==> src/rtl/product_accumulator.sv <==
// Saturating accumulator for the 16-bit product stream of the pipelined multiplier.
// Sums a programmed number of valid products and presents the total with a valid/ack handshake.
module product_accumulator #(
    parameter int LEN_W = 8,
    parameter int ACC_W = 20
) (
    input  logic             clk,
    input  logic             rst_n,
    input  logic             start,
    input  logic [LEN_W-1:0] len,
    input  logic             prod_valid,
    input  logic [15:0]      product,
    output logic             busy,
    output logic [ACC_W-1:0] result,
    output logic             result_valid,
    input  logic             result_ack,
    output logic             overflow
);

    typedef enum logic [1:0] {
        IDLE,
        ACCUM,
        DONE
    } state_t;

    state_t           state, state_n;
    logic [ACC_W-1:0] acc, acc_n;
    logic [LEN_W-1:0] cnt, cnt_n;
    logic             ovf, ovf_n;
    logic [ACC_W:0]   sum;
    logic             take_start;

    assign sum        = {1'b0, acc} + (ACC_W+1)'(product);
    // DONE with an ack behaves exactly like IDLE, so a new run can launch without a gap
    assign take_start = start && ((state == IDLE) || ((state == DONE) && result_ack));

    always_comb begin
        state_n = state;
        acc_n   = acc;
        cnt_n   = cnt;
        ovf_n   = ovf;

        case (state)
            IDLE: ;
            ACCUM: begin
                if (prod_valid) begin
                    if (sum[ACC_W]) begin
                        acc_n = '1;
                        ovf_n = 1'b1;
                    end else begin
                        acc_n = sum[ACC_W-1:0];
                    end
                    cnt_n = cnt - 1'b1;
                    if (cnt == LEN_W'(1)) begin
                        state_n = DONE;
                    end
                end
            end
            DONE: begin
                if (result_ack) begin
                    state_n = IDLE;
                end
            end
            default: state_n = IDLE;
        endcase

        if (take_start) begin
            acc_n = '0;
            ovf_n = 1'b0;
            if (len != '0) begin
                cnt_n   = len;
                state_n = ACCUM;
            end else begin
                state_n = DONE;
            end
        end
    end

    always_ff @(posedge clk) begin
        if (!rst_n) begin
            state <= IDLE;
            acc   <= '0;
            cnt   <= '0;
            ovf   <= 1'b0;
        end else begin
            state <= state_n;
            acc   <= acc_n;
            cnt   <= cnt_n;
            ovf   <= ovf_n;
        end
    end

    assign busy         = (state == ACCUM);
    assign result_valid = (state == DONE);
    assign result       = acc;
    assign overflow     = ovf;

endmodule

==> config.mk <==
export PLATFORM = sky130hd
export DESIGN_NAME = product_accumulator
export DESIGN_NICKNAME = d
export VERILOG_FILES = /design/src/rtl/product_accumulator.sv
export SDC_FILE = /design/constraint.sdc
export NUM_CORES = 1
export LEC_CHECK = 0
export BUFFER_PORTS_ARGS = -buffer_cell sky130_fd_sc_hd__buf_2
export CORE_ASPECT_RATIO = 0.7
export CORE_MARGIN = 3
export CORE_UTILIZATION = 58
export DETAILED_ROUTE_END_ITERATION = 12
export PLACE_DENSITY = 0.9
export SLEW_MARGIN = 20
export SYNTH_ARGS = -nofsm -noshare
export SYNTH_HDL_FRONTEND = slang
export SYNTH_SLANG_ARGS = --single-unit
==> constraint.sdc <==
create_clock -name clk -period 4.9 [get_ports clk]
set_clock_uncertainty 0.1 [all_clocks]
set_input_delay 0.735 -clock clk [delete_from_list [all_inputs] [get_ports clk]]
set_output_delay 0.735 -clock clk [all_outputs]
set_load 0.03 [all_outputs]
==> run_results.csv, run 1 <==
group,metric,value,unit
power_and_ir_drop,p_per_area,277,mW/mm^2
clock_network,cts_tree,"built",
global_routing,track_usage,26.0,%
power_and_ir_drop,power.leakage,1.19,nW
yosys,ys_types,46,
global_routing,antenna_found_initial,0,
setup_path,r2r-start,"result[0]",
route,wl_met2,2.45,mm
yosys,yosys-top-cells-count,"a21oi_1, dfxtp_1, o21ai_0",
setup_path,r2r_end,"result[15]",
floorplanning,dieArea,0.00458,mm^2
yosys,ys_warn_count,0,
clock_network,cts.sinks,31,
clock_network,numCtsBuffers,5,
clock_network,clk_pin_slew_worst_paths,0.07,ns
setup_path,r2r_setup_slack,2.04,ns
final_layout,nets,368,
floorplanning,coreArea,0.00358,mm^2
setup_path,path_cells,"buf_2 > ha_1 > fa_1 > a211oi_1 > o211ai_1 > nand4_1 > nand3_1 > a21oi_2 > a31oi_1",
route,vias,2234,
final_layout,register_area,621,um^2
final_layout,layout-drive-gt1-share,21.5,%
timing,rsz0062_at_grt,"false",
route,drc_errors,0,
yosys,synthArstFlopShare,0,%
timing,setup_tns,0,ns
setup_path,criticalPathCategory,"in2reg",
power_and_ir_drop,peakVddDrop,213,uV
setup_path,path_max_fanout,16,
run_status,outcome,"finished, final reports clean",
route,dr.max_layer_used,"met4",
timing,max_freq,0.325,GHz
run,maxCapViolations,0,
timing,timing.slew.headroom,27.9,%
route,drt_first_pass_iters,5,
yosys,synth_seq_cells,31,
hold_path,holdCritStartpoint,"overflow",
global_routing,grt_max_degree,21,
yosys,synth_top_area_share,28.2,%
route,dr.first_iter.drc_count,181,
clock_network,root_buffer,"clkbuf_8",
floorplanning,initial_core_util,61.5,%
route,drt-met1-wl,2.78,mm
yosys,syn_inst,270,
yosys,synth_area,0.00220,mm^2
route,wl_met3,412,um
setup_path,cp-end-kind,"flip-flop",
timing,holdWs,0.394,ns
final_layout,fillCellCount,289,
place,dpl.hpwl,4.20,mm
global_routing,grt_pass1_vias,2038,
timing,fin_crit_sh,62.8,%
hold_path,hold_depth,2,
setup_path,crit_required,4.93,ns
floorplanning,num_rows,18,
clock_network,clk_latency,0.29,ns
final_layout,area_growth,18.5,%
place,portBuffers,51,
setup_path,ff2ff_path_depth,8,
yosys,syn_nets,318,
timing,maxSlewViolCount,0,
yosys,synth_edf_count,0,
route,wl,5.70,mm
yosys,synth_largest_area_cell,"dfxtp_1",
final_layout,multi_input_area,0.00151,mm^2
setup_path,max_stage_delay,0.66,ns
yosys,synthFlopType,"dfxtp_1",
floorplanning,die_h,57.5,um
yosys,synth_seq_area_share,28.2,%
clock_network,post_cts_buffers,0,
yosys,netlist_top_cells_area,"dfxtp_1, ha_1, a21oi_1",
setup_path,cp_slowest_cell,"a21oi_2",
hold_path,whs_endpoint,"overflow",
yosys,postSynthAreaPerCell,8.15,um^2
clock_network,htree_num_levels,2,
floorplanning,dieWidth,79.6,um
floorplanning,ioPinCount,52,
timing,finalSetupViolCount,0,
setup_path,cp-start-kind,"primary input",
route,ant_nets,0,
timing,layout_min_cycle_time,3.08,ns
yosys,synth.most_common_cell,"a21oi_1",
route,wl_per_cell,15.4,um
global_routing,grt_pass1_wl,9.54,mm
clock_network,ctsHoldBuffers,0,
global_routing,overflow,0,
clock_network,clk_path_buf_depth,2,
timing,hold_viol,0,
hold_path,hold_class,"reg2reg",
route,vias_per_cell,6.02,
timing,worst_slew_pin_slew,1.08,ns
setup_path,arrival,3.10,ns
final_layout,antenna_cells,0,
clock_network,cts_resized,0,
place,place.gp.congestion,0.872,
[registers in the layout (all words and copies together), names as in the netlist]
signal / flops
result: 20
cnt: 8
state: 2
overflow: 1
[area by class of cell]
cell class / count / area share [%]
clock buffers: 6 / 3.17
clock inverters: 2 / 1.34
inverters: 10 / 1.44
multi-input cells: 220 / 57.8
flip-flops and latches: 31 / 23.8
well taps: 50 / 2.40
repair buffers: 52 / 10.1
[where the power goes]
group          switching [mW]  internal [mW]  leakage, nW
Clock                   0.103          0.165       0.0612
Combinational           0.107         0.0704        0.874
Sequential             0.0125          0.266        0.252
Total                   0.222          0.501         1.19
[critical path, delay by kind of cell]
kind,cells,cell delay [ns]
compound gates,4,1.31
buf+inv,1,0.11
simple gates,2,0.27
fa+ha+maj,2,0.67
[logic make-up after synthesis]
kind of cell,synth area share (%)
buffers and inverters,3.35
flip-flops,28.2
adder cells (fa/ha/maj),11.1
AO/OA/AOI/OAI,28.9
multiplexers,0.455
XOR/XNOR,7.56
AND/OR/NAND/NOR,20.4
[how the worst max path moves through the flow]
stage | from | end | cells past startpoint
2_1_floorplan | product[0] | result[10] | 9
3_3_place_gp | product[0] | result[15] | 9
3_5_place_dp | product[0] | result[15] | 9
4_1_cts | product[0] | result[15] | 9
5_1_grt | product[0] | result[5] | 9
6_report | product[0] | result[15] | 9
[metal layers]
metal / GRT usage [%] / vias up
met5: 0 / -
met4: 6.13 / 0
met3: 7.57 / 12
met2: 39.4 / 93
met1: 36.6 / 1032
li1: - / 1097
[placed cells by master (no fill, tap or decap), drive strengths merged, types with 2 or more instances in the layout]
cell | Yosys | routed
a211oi | 5 | 5
a21o | 5 | 5
a21oi | 35 | 35
a22oi | 9 | 9
a31oi | 5 | 5
and2 | 4 | 4
and3 | 4 | 4
buf | 2 | 52
clkbuf | 7 | 6
dfxtp | 31 | 31
ha | 18 | 18
inv | 10 | 10
nand2 | 17 | 17
nand2b | 2 | 2
nand3 | 9 | 9
nand4 | 3 | 3
nor2 | 8 | 8
nor2b | 15 | 15
nor3 | 5 | 5
nor4 | 2 | 2
o211ai | 4 | 4
o21a | 4 | 4
o21ai | 25 | 25
o31ai | 2 | 2
or2 | 2 | 2
or3 | 2 | 2
or4 | 4 | 4
xnor2 | 10 | 10
xor2 | 9 | 9
[through the flow]
stage	power, mW	util, %	area (um^2)	setup WS (ns)	std cells
finish	0.723	72.8	2610	1.82	371
global route	0.757	72.8	2610	1.64	371
floorplan	0.409	-	2200	2.15	270
CTS	0.721	72.8	2610	1.86	371
detailed placement	0.457	69.5	2490	1.57	363
global placement	0.451	69.5	2490	1.69	363
Power figures use the tool's default switching activity.
==> inputs of run 2 (changes only) <==
Settings changed: CORE_UTILIZATION 58 to 54, PLACE_DENSITY 0.9 to 0.85.
Clock period 4.9 ns to 3.1 ns, I/O delays scaled along.
==> run 2 against run 1 <==
  * Routed wire length up 5.5%
  * Sequential share of layout area down 0.23 points
  * Via count up 1.7%
  * Sequential cell count unchanged
  * Cell count up 0.81%
  * Highest routed layer unchanged
  * Final area up 0.96%
  * Utilization down 2.0 points
  * Clock power up 57%
  * Register-to-register slack worse by 1.4 ns
  * Worst hold slack worse by 0.011 ns
  * Non-clock buffer count up 3
==> run_results.csv, run 2 (same netlist as run 1, synthesis figures left out) <==
group,metric,value,unit
setup_path,r2r-start,"result[0]",
run_status,outcome,"finished, final reports clean",
clock_network,post_cts_buffers,0,
route,wl,6.01,mm
floorplanning,num_rows,18,
route,wl_per_cell,16.1,um
final_layout,instances_no_fill,374,
hold_path,whs_endpoint,"cnt[2]",
hold_path,holdCritStartpoint,"len[2]",
run,maxCapViolations,0,
timing,timing.slew.headroom,54.4,%
clock_network,cts.sinks,31,
floorplanning,ioPinCount,52,
hold_path,hold_depth,3,
power_and_ir_drop,peakVddDrop,246,uV
timing,worst_slew_pin_slew,0.680,ns
timing,maxSlewViolCount,0,
route,dr.first_iter.drc_count,228,
place,place.gp.congestion,0.885,
power_and_ir_drop,p_per_area,435,mW/mm^2
setup_path,ff2ff_path_depth,9,
final_layout,fin_area,0.00263,mm^2
place,placed_cell_area,0.00251,mm^2
route,vias,2271,
final_layout,antenna_cells,0,
route,drc_errors,0,
clock_network,ctsHoldBuffers,0,
clock_network,cts_resized,0,
timing,fin_crit_sh,78.7,%
global_routing,antenna_found_initial,0,
clock_network,root_buffer,"clkbuf_8",
place,dpl.hpwl,4.50,mm
setup_path,crit_family,"compound AO/OA/AOI/OAI gates",
setup_path,criticalPathCategory,"reg2reg",
final_layout,layout-drive-gt1-share,22.5,%
final_layout,area_growth,19.6,%
route,ant_nets,0,
setup_path,cp-start-kind,"flip-flop",
global_routing,overflow,0,
route,vias_per_cell,6.07,
timing,max_freq,0.410,GHz
global_routing,grt_pass1_wl,9.83,mm
setup_path,r2r_setup_slack,0.66,ns
global_routing,track_usage,26.1,%
final_layout,fillCellCount,294,
place,portBuffers,51,
global_routing,grt_max_degree,18,
timing,layout_min_cycle_time,2.44,ns
final_layout,final_common_cell,"buf_2",
floorplanning,die_h,59.4,um
power_and_ir_drop,power.leakage,1.20,nW
clock_network,numCtsBuffers,5,
clock_network,clk_pin_slew_worst_paths,0.07,ns
setup_path,path_cells,"ha_1 > fa_1 > a211oi_1 > o211ai_1 > nand4_1 > nand3_1 > a21oi_2 > buf_4 > a31oi_1",
setup_path,max_stage_delay,0.43,ns
floorplanning,dieWidth,82.3,um
timing,hold_viol,0,
setup_path,arrival,2.51,ns
timing,finalSetupViolCount,0,
clock_network,cts_tree,"built",
floorplanning,initial_core_util,59.2,%
floorplanning,dieArea,0.00489,mm^2
timing,setup_tns,0,ns
clock_network,clk_latency,0.29,ns
final_layout,largest_reg_flops,20,
setup_path,path_max_fanout,9,
setup_path,cp_slowest_cell,"fa_1",
floorplanning,coreArea,0.00372,mm^2
final_layout,nets,371,
setup_path,path_buf_inv,1,
place,dp_cells,366,
timing,holdWs,0.384,ns
hold_path,hold_class,"in2reg",
clock_network,htree_num_levels,2,
route,drt_first_pass_iters,6,
timing,rsz0062_at_grt,"false",
global_routing,grt_pass1_vias,2022,
setup_path,cp-end-kind,"flip-flop",
clock_network,clk_path_buf_depth,2,
setup_path,r2r_end,"result[15]",
setup_path,crit_required,3.17,ns
final_layout,mostFrequentLayoutCells,"buf_2, a21oi_1, dfxtp_1",
run 2: cell types whose count changed in the layout (fill, tap and decap cells not counted):
cell,delta
buf_4,+3
nor2b_1,-1
nor2b_2,+1
run 2: routing by layer:
metal	GRT usage [%]	wire [um]
met5	0	0
met4	7.35	87
met3	5.47	537
met2	38.6	2540
met1	38.1	2850
run 2: through the flow:
stage | utilization, % | worst slack [ns] | total power [mW]
4_1_cts | 70.8 | 0.695 | 1.14
3_3_place_gp | 67.6 | 0.527 | 0.720
3_5_place_dp | 67.6 | 0.449 | 0.728
6_report | 70.8 | 0.659 | 1.15
2_1_floorplan | - | 0.616 | 0.646
5_1_grt | 70.8 | 0.517 | 1.20
run 2: power breakdown:
group          internal, mW  switching (mW)  leakage, nW  total [mW]
clock                 0.260           0.158       0.0612       0.418
combinational         0.115           0.173        0.891       0.288
sequential            0.421          0.0194        0.252       0.440
run 2: how the worst max path moves through the flow:
stage	startpoint	to	depth (start not counted)
after global routing	result[0]	result[15]	9
after detailed placement	product[0]	result[15]	10
after global placement	product[0]	result[15]	10
after floorplan	product[0]	result[10]	9
final	result[0]	result[15]	9
after CTS	result[0]	result[15]	9
run 2: tightest hold or removal path, cell delays in order:
cell     delay, ns
buf_2         0.09
a22oi_1       0.08
nor2b_1       0.10
run 2: final cells by class:
type,count,area (um^2),share of cell area [%]
Clock buffer,6,82.6,3.14
Clock inverter,2,35.0,1.33
Inverter,10,37.5,1.43
Multi-Input combinational cell,220,1510,57.3
Sequential cell,31,621,23.6
Tap cell,50,62.6,2.38
Timing Repair Buffer,55,285,10.8
